### src/rtl/serial_adder_pkg.sv
// Shared definitions for the bit-serial adder: FSM state encoding and default width.
package serial_adder_pkg;

  localparam int unsigned DEFAULT_WIDTH = 8;

  typedef enum logic [1:0] {
    IDLE = 2'd0,
    RUN  = 2'd1,
    DONE = 2'd2
  } state_t;

endpackage

### src/rtl/fa_cell.sv
// Combinational 1-bit full adder used as the arithmetic core of serial_adder.
module fa_cell (
  input  logic a,
  input  logic b,
  input  logic ci,
  output logic s,
  output logic co
);

  assign s  = a ^ b ^ ci;
  assign co = (a & b) | (a & ci) | (b & ci);

endmodule

### src/rtl/serial_adder.sv
// Bit-serial WIDTH-bit adder, LSB first, one full-adder cell plus a carry flop.
// Optional SERIAL_ADDER_OVF_EN adds a signed-overflow output OVF.
module serial_adder
  import serial_adder_pkg::*;
#(
  parameter int unsigned WIDTH = DEFAULT_WIDTH
) (
  input  logic             clk,
  input  logic             rst_n,
  input  logic             start,
  input  logic [WIDTH-1:0] A,
  input  logic [WIDTH-1:0] B,
  input  logic             C1,
  output logic             busy,
  output logic             done,
  output logic [WIDTH-1:0] F,
  output logic             C2
`ifdef SERIAL_ADDER_OVF_EN
  ,
  output logic             OVF
`endif
);

  localparam int unsigned CW = $clog2(WIDTH);

  state_t           state_q, state_d;
  logic [WIDTH-1:0] sa_q, sa_d, sb_q, sb_d, result_q, result_d, f_d;
  logic [CW-1:0]    cnt_q, cnt_d;
  logic             carry_q, carry_d, c2_d, busy_d, done_d;
  logic             sum_c, cout_c;

  fa_cell u_fa (
    .a  (sa_q[0]),
    .b  (sb_q[0]),
    .ci (carry_q),
    .s  (sum_c),
    .co (cout_c)
  );

`ifdef SERIAL_ADDER_OVF_EN
  logic ovf_d;
`endif

  // Next-state and datapath update.
  always_comb begin
    state_d  = state_q;
    sa_d     = sa_q;
    sb_d     = sb_q;
    carry_d  = carry_q;
    cnt_d    = cnt_q;
    result_d = result_q;
    f_d      = F;
    c2_d     = C2;
`ifdef SERIAL_ADDER_OVF_EN
    ovf_d    = OVF;
`endif
    case (state_q)
      IDLE, DONE: begin
        state_d = IDLE;
        if (start) begin
          sa_d     = A;
          sb_d     = B;
          carry_d  = C1;
          cnt_d    = '0;
          result_d = '0;
          state_d  = RUN;
        end
      end
      RUN: begin
        result_d = {sum_c, result_q[WIDTH-1:1]};
        sa_d     = {1'b0, sa_q[WIDTH-1:1]};
        sb_d     = {1'b0, sb_q[WIDTH-1:1]};
        carry_d  = cout_c;
        cnt_d    = cnt_q + CW'(1);
        if (cnt_q == CW'(WIDTH - 1)) begin
          state_d = DONE;
          f_d     = result_d;
          c2_d    = cout_c;
`ifdef SERIAL_ADDER_OVF_EN
          // carry_q here is the carry entering the MSB position
          ovf_d   = carry_q ^ cout_c;
`endif
        end
      end
      default: state_d = IDLE;
    endcase
    busy_d = (state_d == RUN);
    done_d = (state_d == DONE);
  end

  always_ff @(posedge clk) begin
    if (!rst_n) begin
      state_q  <= IDLE;
      sa_q     <= '0;
      sb_q     <= '0;
      carry_q  <= 1'b0;
      cnt_q    <= '0;
      result_q <= '0;
      F        <= '0;
      C2       <= 1'b0;
      busy     <= 1'b0;
      done     <= 1'b0;
`ifdef SERIAL_ADDER_OVF_EN
      OVF      <= 1'b0;
`endif
    end else begin
      state_q  <= state_d;
      sa_q     <= sa_d;
      sb_q     <= sb_d;
      carry_q  <= carry_d;
      cnt_q    <= cnt_d;
      result_q <= result_d;
      F        <= f_d;
      C2       <= c2_d;
      busy     <= busy_d;
      done     <= done_d;
`ifdef SERIAL_ADDER_OVF_EN
      OVF      <= ovf_d;
`endif
    end
  end

endmodule

### config.mk
export PLATFORM = sky130hd
export DESIGN_NAME = serial_adder
export DESIGN_NICKNAME = d
export VERILOG_FILES = /design/src/rtl/serial_adder_pkg.sv /design/src/rtl/fa_cell.sv /design/src/rtl/serial_adder.sv
export SDC_FILE = /design/constraint.sdc
export NUM_CORES = 1
export LEC_CHECK = 0
export ABC_CLOCK_PERIOD_IN_PS = 1700
export CAP_MARGIN = 20
export CORE_ASPECT_RATIO = 0.9
export CORE_MARGIN = 2
export CORE_UTILIZATION = 35
export DETAILED_ROUTE_END_ITERATION = 8
export DONT_BUFFER_PORTS = 1
export GPL_TIMING_DRIVEN = 1
export PLACE_DENSITY = 0.48
export SYNTH_ARGS = -nofsm -noshare
export SYNTH_HDL_FRONTEND = slang
export SYNTH_SLANG_ARGS = --single-unit
### constraint.sdc
create_clock -name clk -period 1.7 [get_ports clk]
set_input_delay 0.34 -clock clk [delete_from_list [all_inputs] [get_ports clk]]
set_output_delay 0.34 -clock clk [all_outputs]
set_load 0.005 [all_outputs]
==> flow_summary.yaml, run 1 <==
setup_path:
  path_class: "register to register"
  r2r-start: "cnt_q[0]$_SDFFE_PN0P_"
  reg2regPathDepth: 5
  required_ps: 1880
  crit_path_max_incr_delay_ps: 450
  cp.arrival_ps: 1650
  r2r-end: "F[7]$_SDFFE_PN0P_"
  critical_path_peak_fanout: 13
  crit_chain: "ha_1 > ha_1 > and3b_1 > nand2_1 > o211a_1"
  start_kind: "register"
  crit_slowest_cell: "and3b_1"
  r2r_setup_slack_ps: 240
  cp-end-kind: "register"
  crit_top_cell: "ha_1"
die:
  die-width_microns: 77.4
  start_util_pct: 35.6
  dieHeight_microns: 70.1
  ios: 31
  die_area_sq_um: 5430
  core-area_sq_um: 4770
  rows: 24
synth:
  yosysTopAreaCell: "dfxtp_1"
  synth-edff-count: 0
  synth.most_common_cell: "nand2_1"
  syn_nets: 216
  synth_cell_types: 28
  yosysTopAreaCellShare_pct: 47.1
  yosysSeqAreaShare_pct: 47.1
  yosysWarnings: 0
  ys_async_sr_fraction_pct: 0
  synth_cells: 193
  synth.area.top_cells: "dfxtp_1, nand2_1, a21boi_1, a31oi_1, nand3_2"
  synth-seq-cells: 40
  syn_avg_cell_area_sq_um: 8.80
  synth-main-ff-cell: "dfxtp_1"
  netlist_area_sq_um: 1700
  synth_top_cells_by_count: "nand2_1, dfxtp_1, a31oi_1, a21boi_1, o21ai_0"
power:
  leakagePower_nw: 0.659
  switchingPower_mw: 0.443
  power_density_nw_per_um2: 1070
  sw_frac_of_total_pct: 23.0
  cellInternalPower_mw: 1.49
  p_seq_share_pct: 52.2
  combPwrFrac_pct: 8.7
  clock_power_share_pct: 39.1
  vdd_drop_max_uv: 330
sta:
  fin_crit_ps: 1460
  period_share_pct: 86.2
  fmax_mhz: 683
  setup_violations: 0
  hold_violations: 0
  tns_ps: 0
  worst_pin_slew_ps: 608
  slew_headroom_pct: 59.4
  finalClockSkew_ps: 6.53
  rsz0062_at_grt: "no"
  slew_violations: 0
  hold_ws_ps: 177
cells_and_area:
  area_growth_pct: 6.63
  final_layout_size_suffix_gt1_share_pct: 10.1
  fillCellCount: 487
  final_util_pct: 37.9
  final_nets: 211
  antenna_cells: 0
global_routing:
  grtUsageTotal_pct: 12.8
  overflow: 0
  grt_first_pass_wirelength_microns: 5590
  grt_pass1_vias: 1283
  grt_max_degree: 41
  antenna_found_initial: 0
flow_run:
  max_cap_violations: 0
worst_hold_path:
  hold-path-endpoint: "result_q[7]$_SDFFE_PN0P_"
  hold_path_class: "input pin to register"
  min-delay-start: "rst_n"
  holdPathStages: 1
clock_network:
  root_buffer: "clkbuf_8"
  cts_hold_buffers: 0
  htree_levels: 2
  cts_setup_buffers: 0
  cts.repair.resized: 0
  cts_buffers: 5
  clockBufferDepth: 2
  insertion_delay_ps: 280
  clk_pin_slew_worst_paths_ps: 80
  clock-sinks: 40
  tritoncts: "yes"
placed_design:
  gp_congestion: 0.719
  io_buffer_count: 0
  post-dp-hpwl_microns: 2070
routing:
  post_drt_wl_per_cell_microns: 12.7
  vias: 1247
  wl_microns: 3210
  drt-initial-drc-count: 117
  drtAntennaViolNets: 0
  drt_first_pass_iters: 4
  route.detailed.drc: 0
  vias_per_cell: 4.91
status:
  status: "complete, no violations"
-- cell type report --
type                            count  area [sq um]  share of cell area (%)
Clock buffer                        6          72.6                    4.01
Clock inverter                      2          35.0                    1.93
Inverter                            3          11.3                   0.622
Multi-Input combinational cell    134           768                    42.4
Sequential cell                    40           801                    44.2
Tap cell                           65          81.3                    4.49
Timing Repair Buffer                4          42.5                    2.35
-- worst max path at each step --
stage | depth (start not counted) | from | to | slack, ps
5_1_grt | 5 | cnt_q[0]$_SDFFE_PN0P_ | F[4]$_SDFFE_PN0P_ | 40
3_5_place_dp | 5 | cnt_q[0]$_SDFFE_PN0P_ | F[7]$_SDFFE_PN0P_ | 240
4_1_cts | 5 | cnt_q[0]$_SDFFE_PN0P_ | F[7]$_SDFFE_PN0P_ | 230
2_1_floorplan | 5 | cnt_q[0]$_SDFFE_PN0P_ | C2$_SDFFE_PN0P_ | 360
3_3_place_gp | 5 | cnt_q[0]$_SDFFE_PN0P_ | C2$_SDFFE_PN0P_ | 310
6_report | 5 | cnt_q[0]$_SDFFE_PN0P_ | F[7]$_SDFFE_PN0P_ | 240
-- stage by stage --
stage               total power [mW]  instances  setup slack, ps  instance area (sq um)
finish                          1.93        254              235                   1810
global route                    2.02        254             36.4                   1810
CTS                             1.96        254              228                   1810
detailed placement              1.20        246              236                   1700
global placement                1.19        246              307                   1700
floorplan                       1.19        193              358                   1700
-- cells in the final DEF (no fill, tap or decap) --
master and instances:
nand2b_1 2, nand3b_1 1, a31oi_1 14, nand3_2 6
nand3_1 5, o21ai_1 5, and3b_1 1, and2_1 4
a2bb2oi_1 1, clkbuf_1 1, clkinv_2 1, o21ai_0 10
dfxtp_1 40, nand2_1 54, buf_4 3, nor2_1 2
a21boi_0 3, o211a_1 2, clkbuf_8 5, fa_1 1
nor2b_1 2, and3_1 2, inv_1 3, ha_1 2
o21a_1 2, buf_12 1, a21boi_2 2, a21boi_1 13
bufinv_16 1
-- routing by layer --
layer	part of all wire [%]	vias to the layer above	routed length [microns]	GRT usage, %
li1	-	640	-	-
met2	44	29	1420	21.3
met5	0	-	0	0
met4	0.96	0	31	4.76
met3	5.0	5	162	4.26
met1	50	573	1600	15.4
-- power by group through the flow --
stage          combinational (mW)  sequential [mW]  clock (mW)
5_1_grt                     0.191             1.01       0.811
2_1_floorplan               0.165             1.02           0
4_1_cts                     0.170             1.01       0.781
6_report                    0.168             1.01       0.755
3_5_place_dp                0.169             1.03           0
3_3_place_gp                0.166             1.03           0
-- sequential cells by signal (all words and copies together), names as in the netlist --
signal,count
F,8
sa_q,8
sb_q,8
result_q,7
cnt_q,3
state_q,2
C2,1
busy,1
carry_q,1
done,1
-- cells by family (layout without fill, tap and decap cells) --
kind of cell / count (synthesis) / after routing / share of synthesized area [%]
adders and majority gates: 3 / 3 / 2.65
buffers and inverters: 19 / 15 / 7.66
and+or+nand+nor: 79 / 79 / 22.0
DFF: 40 / 40 / 47.1
AOI/OAI and AO/OA: 52 / 52 / 20.5
-- critical path: cells and delay by family, from the launching register on --
kind | cells | cell delay (ps)
and+or+nand+nor | 2 | 550
AOI/OAI and AO/OA | 1 | 130
DFF | 1 | 350
adders and majority gates | 2 | 330
Power figures use the tool's default switching activity.
==> run 2: changes to the inputs <==
--- a/config.mk
+++ b/config.mk
@@ -14,6 +14,7 @@
 export DONT_BUFFER_PORTS = 1
 export GPL_TIMING_DRIVEN = 1
 export PLACE_DENSITY = 0.48
+export RECOVER_POWER = 100
 export SYNTH_ARGS = -nofsm -noshare
 export SYNTH_HDL_FRONTEND = slang
 export SYNTH_SLANG_ARGS = --single-unit
==> flow_summary.yaml, run 2 (synthesis results as in run 1) <==
cells_and_area:
  antenna_cells: 0
  largestRegisters: "F (8), sa_q (8), sb_q (8)"
  final_nets: 211
  area_growth_pct: 4.79
  final_area_sq_um: 1780
  final_common_cell: "nand2_1"
  most-common-layout-cells: "nand2_1, dfxtp_1, a21boi_0"
  final_cell_count_no_fill: 254
  final_layout_size_suffix_gt1_share_pct: 8.47
sta:
  setup_violations: 0
  tns_ps: 0
  finalClockSkew_ps: 5.70
  hold_ws_ps: 178
  rsz0062_at_grt: "no"
  slew_violations: 0
  fmax_mhz: 645
  hold_violations: 0
  fin_crit_ps: 1550
  worst_pin_slew_ps: 619
  slew_headroom_pct: 58.7
  period_share_pct: 91.2
placed_design:
  gp_congestion: 0.719
  placed_area_sq_um: 1700
  post-dp-hpwl_microns: 2070
  io_buffer_count: 0
  dp.cells: 246
power:
  leakagePower_nw: 0.644
  power_density_nw_per_um2: 1080
  vdd_drop_max_uv: 325
  finalPower_mw: 1.92
routing:
  wl_microns: 3200
  drt_first_pass_iters: 4
  drtAntennaViolNets: 0
  vias: 1263
  post_drt_wl_per_cell_microns: 12.6
  route.detailed.drc: 0
  vias_per_cell: 4.97
  drt-initial-drc-count: 120
worst_hold_path:
  hold_path_class: "input pin to register"
  holdPathStages: 1
  min-delay-start: "rst_n"
  hold-path-endpoint: "result_q[7]$_SDFFE_PN0P_"
global_routing:
  grtUsageMet2_pct: 21.3
  met3_usage_pct: 4.26
  grtUsageTotal_pct: 12.8
  grt.met1_usage_pct: 15.4
  overflow: 0
  antenna_found_initial: 0
  grt_first_pass_wirelength_microns: 5590
  grt-busiest-layer: "met2"
  grt_max_degree: 41
  grt_pass1_vias: 1283
clock_network:
  clk_pin_slew_worst_paths_ps: 70
  root_buffer: "clkbuf_8"
  cts_buffers: 5
  cts.repair.resized: 0
  htree_levels: 2
  tritoncts: "yes"
  clockBufferDepth: 2
  clock-sinks: 40
  insertion_delay_ps: 280
  cts_hold_buffers: 0
  cts_setup_buffers: 0
die:
  rows: 24
  start_util_pct: 35.6
  dieHeight_microns: 70.1
  die-width_microns: 77.4
  core-area_sq_um: 4770
  ios: 31
  die_area_sq_um: 5430
setup_path:
  start_kind: "register"
  path_class: "register to register"
  r2r-start: "state_q[0]$_SDFF_PN0_"
  reg2regPathDepth: 4
  r2r-end: "busy$_SDFF_PN0_"
  cp-end-kind: "register"
  r2r_setup_slack_ps: 150
  critical_path_peak_fanout: 28
  cp.arrival_ps: 1730
  required_ps: 1880
flow_run:
  max_cap_violations: 0
status:
  status: "complete, no violations"
## run 2: cell count changes in the layout (fill, tap and decap cells not counted), sizes merged
cell	previous run	this run
buf	4	3
clkbuf	6	7
## run 2: area by class of cell
class / count / area, sq um
sequential: 40 / 801
multi-input combinational: 134 / 754
inverter: 3 / 11.3
clock inverter: 2 / 35.0
tap: 65 / 81.3
fill: 489 / 2990
timing repair buffer: 4 / 25.0
clock buffer: 6 / 72.6
## run 2: routing by layer
layer	vias up	share of wire, %
met5	-	0
met4	0	0.97
met1	585	48
met3	5	5.3
met2	33	46
li1	640	-
## run 2: critical path: stages (launching register included)
cell and delay, ps:
dfxtp_1 410, nand2b_1 130, buf_2 460, o21ai_0 240, and2_1 210
## run 2: how the worst max path moves through the flow
stage / slack, ps / to / cells past startpoint / start
final: 150 / busy$_SDFF_PN0_ / 4 / state_q[0]$_SDFF_PN0_
after global routing: 40 / F[4]$_SDFFE_PN0P_ / 5 / cnt_q[0]$_SDFFE_PN0P_
after CTS: 230 / F[7]$_SDFFE_PN0P_ / 5 / cnt_q[0]$_SDFFE_PN0P_
after detailed placement: 240 / F[7]$_SDFFE_PN0P_ / 5 / cnt_q[0]$_SDFFE_PN0P_
after global placement: 310 / C2$_SDFFE_PN0P_ / 5 / cnt_q[0]$_SDFFE_PN0P_
after floorplan: 360 / C2$_SDFFE_PN0P_ / 5 / cnt_q[0]$_SDFFE_PN0P_
## run 2: power breakdown
group	internal, mW	total [mW]	switching [mW]
combinational	0.0606	0.157	0.0961
sequential	0.983	1.01	0.0252
clock	0.436	0.751	0.316
## run 2: per-stage QoR
step	utilization (%)	worst slack, ps
detailed placement	35.7	236
global route	37.3	36.4
finish	37.3	150
floorplan	-	358
CTS	37.9	228
global placement	35.7	307
==> run 3: changes to the inputs <==
--- a/config.mk
+++ b/config.mk
@@ -5,7 +5,7 @@
 export SDC_FILE = /design/constraint.sdc
 export NUM_CORES = 1
 export LEC_CHECK = 0
-export ABC_CLOCK_PERIOD_IN_PS = 1700
+export ABC_CLOCK_PERIOD_IN_PS = 1500
 export CAP_MARGIN = 20
 export CORE_ASPECT_RATIO = 0.9
 export CORE_MARGIN = 2
==> constraint.sdc (replaced) <==
create_clock -name clk -period 1.5 [get_ports clk]
set_input_delay 0.3 -clock clk [delete_from_list [all_inputs] [get_ports clk]]
set_output_delay 0.3 -clock clk [all_outputs]
set_load 0.005 [all_outputs]
==> flow_summary.yaml, run 3 (synthesis results as in run 1) <==
placed_design:
  io_buffer_count: 0
  post-dp-hpwl_microns: 2120
  gp_congestion: 0.715
  placed_area_sq_um: 1720
global_routing:
  grt_pass1_vias: 1271
  antenna_found_initial: 0
  grt_first_pass_wirelength_microns: 5840
  grt_max_degree: 46
  grtUsageTotal_pct: 13.6
  overflow: 0
sta:
  slew_headroom_pct: 70.8
  worst_pin_slew_ps: 438
  finalClockSkew_ps: 2.65
  slew_violations: 0
  fin_crit_ps: 1360
  tns_ps: 0
  rsz0062_at_grt: "no"
  hold_violations: 0
  period_share_pct: 90.9
  fmax_mhz: 733
  setup_violations: 0
setup_path:
  cp-end-kind: "register"
  path_class: "register to register"
  required_ps: 1680
  critical_path_peak_fanout: 45
  r2r-start: "state_q[1]$_SDFF_PN0_"
  r2r_setup_slack_ps: 140
  start_kind: "register"
  reg2regPathDepth: 4
  cp.arrival_ps: 1550
  r2r-end: "busy$_SDFF_PN0_"
routing:
  drt_first_pass_iters: 4
  vias_per_cell: 4.91
  drtAntennaViolNets: 0
  wl_microns: 3260
  vias: 1263
  route.detailed.drc: 0
  post_drt_wl_per_cell_microns: 12.7
  drt-initial-drc-count: 108
die:
  die_area_sq_um: 5430
  ios: 31
  die-width_microns: 77.4
  rows: 24
  core-area_sq_um: 4770
  start_util_pct: 35.6
  dieHeight_microns: 70.1
cells_and_area:
  antenna_cells: 0
  final_nets: 214
  area_growth_pct: 5.52
  final_layout_size_suffix_gt1_share_pct: 9.90
  final_util_pct: 37.6
  fillCellCount: 510
  largestRegisters: "F (8), sa_q (8), sb_q (8)"
  final_common_cell: "nand2_1"
  final_area_sq_um: 1790
  most-common-layout-cells: "nand2_1, dfxtp_1, a21boi_0"
clock_network:
  root_buffer: "clkbuf_8"
  htree_levels: 2
  cts_hold_buffers: 0
  cts_buffers: 5
  clk_pin_slew_worst_paths_ps: 70
  clockBufferDepth: 2
  tritoncts: "yes"
  clock-sinks: 40
  insertion_delay_ps: 280
worst_hold_path:
  min-delay-start: "rst_n"
  hold-path-endpoint: "state_q[1]$_SDFF_PN0_"
  holdPathStages: 1
  hold_path_class: "input pin to register"
status:
  status: "complete, no violations"
power:
  power_density_nw_per_um2: 1150
  vdd_drop_max_uv: 466
  leakagePower_nw: 0.647
flow_run:
  max_cap_violations: 0
[run 3: worst max-delay path by stage]
stage                          start                end  slack [ps]  cells past startpoint
2_1_floorplan  cnt_q[0]$_SDFFE_PN0P_    C2$_SDFFE_PN0P_         160                      5
3_3_place_gp   cnt_q[0]$_SDFFE_PN0P_  F[7]$_SDFFE_PN0P_         100                      5
3_5_place_dp   cnt_q[0]$_SDFFE_PN0P_    C2$_SDFFE_PN0P_           9                      5
4_1_cts        cnt_q[0]$_SDFFE_PN0P_    C2$_SDFFE_PN0P_           5                      5
5_1_grt        cnt_q[0]$_SDFFE_PN0P_  F[3]$_SDFFE_PN0P_           3                      5
6_report       state_q[1]$_SDFF_PN0_    busy$_SDFF_PN0_         140                      4
[run 3: per-layer routing]
| metal | part of all wire [%] | track usage [%] |
|---|---|---|
| met3 | 5.1 | 4.52 |
| met4 | 1.3 | 5.36 |
| met5 | 0 | 0 |
| met1 | 50 | 16.7 |
| met2 | 44 | 21.9 |
[run 3: worst max-delay path, stage by stage, from the launching register on]
cell and delay [ps]:
dfxtp_1 370, nand2b_1 120, buf_4 380, o21ai_0 200
and2_0 190
[run 3: timing repair]
item,4_1_cts,5_1_grt
endpoints found under the setup margin,0,11
gates resized for setup,0,1
setup buffers,0,0
[run 3: report_power, final]
group / internal, mW / switching (mW) / total [mW]
logic: 0.0724 / 0.110 / 0.182
clock network: 0.375 / 0.356 / 0.731
registers: 1.11 / 0.0294 / 1.14
[run 3: area by class of cell]
type	count	area (sq um)	share of cell area, %
Inverter	3	11.3	0.628
Clock buffer	8	90.1	5.02
Tap cell	65	81.3	4.54
Sequential cell	40	801	44.7
Multi-Input combinational cell	135	773	43.1
Timing Repair Buffer	6	36.3	2.02
[run 3: metrics by stage]
| step | worst slack [ps] | std cells | hold slack, ps | power (mW) |
|---|---|---|---|---|
| after global placement | 97.5 | 248 | 424 | 1.36 |
| after global routing | 3.25 | 257 | 118 | 2.17 |
| after CTS | 5.08 | 256 | 124 | 2.09 |
| after floorplan | 158 | 193 | 431 | 1.35 |
| final | 137 | 257 | 139 | 2.06 |
| after detailed placement | 9.18 | 248 | 428 | 1.36 |
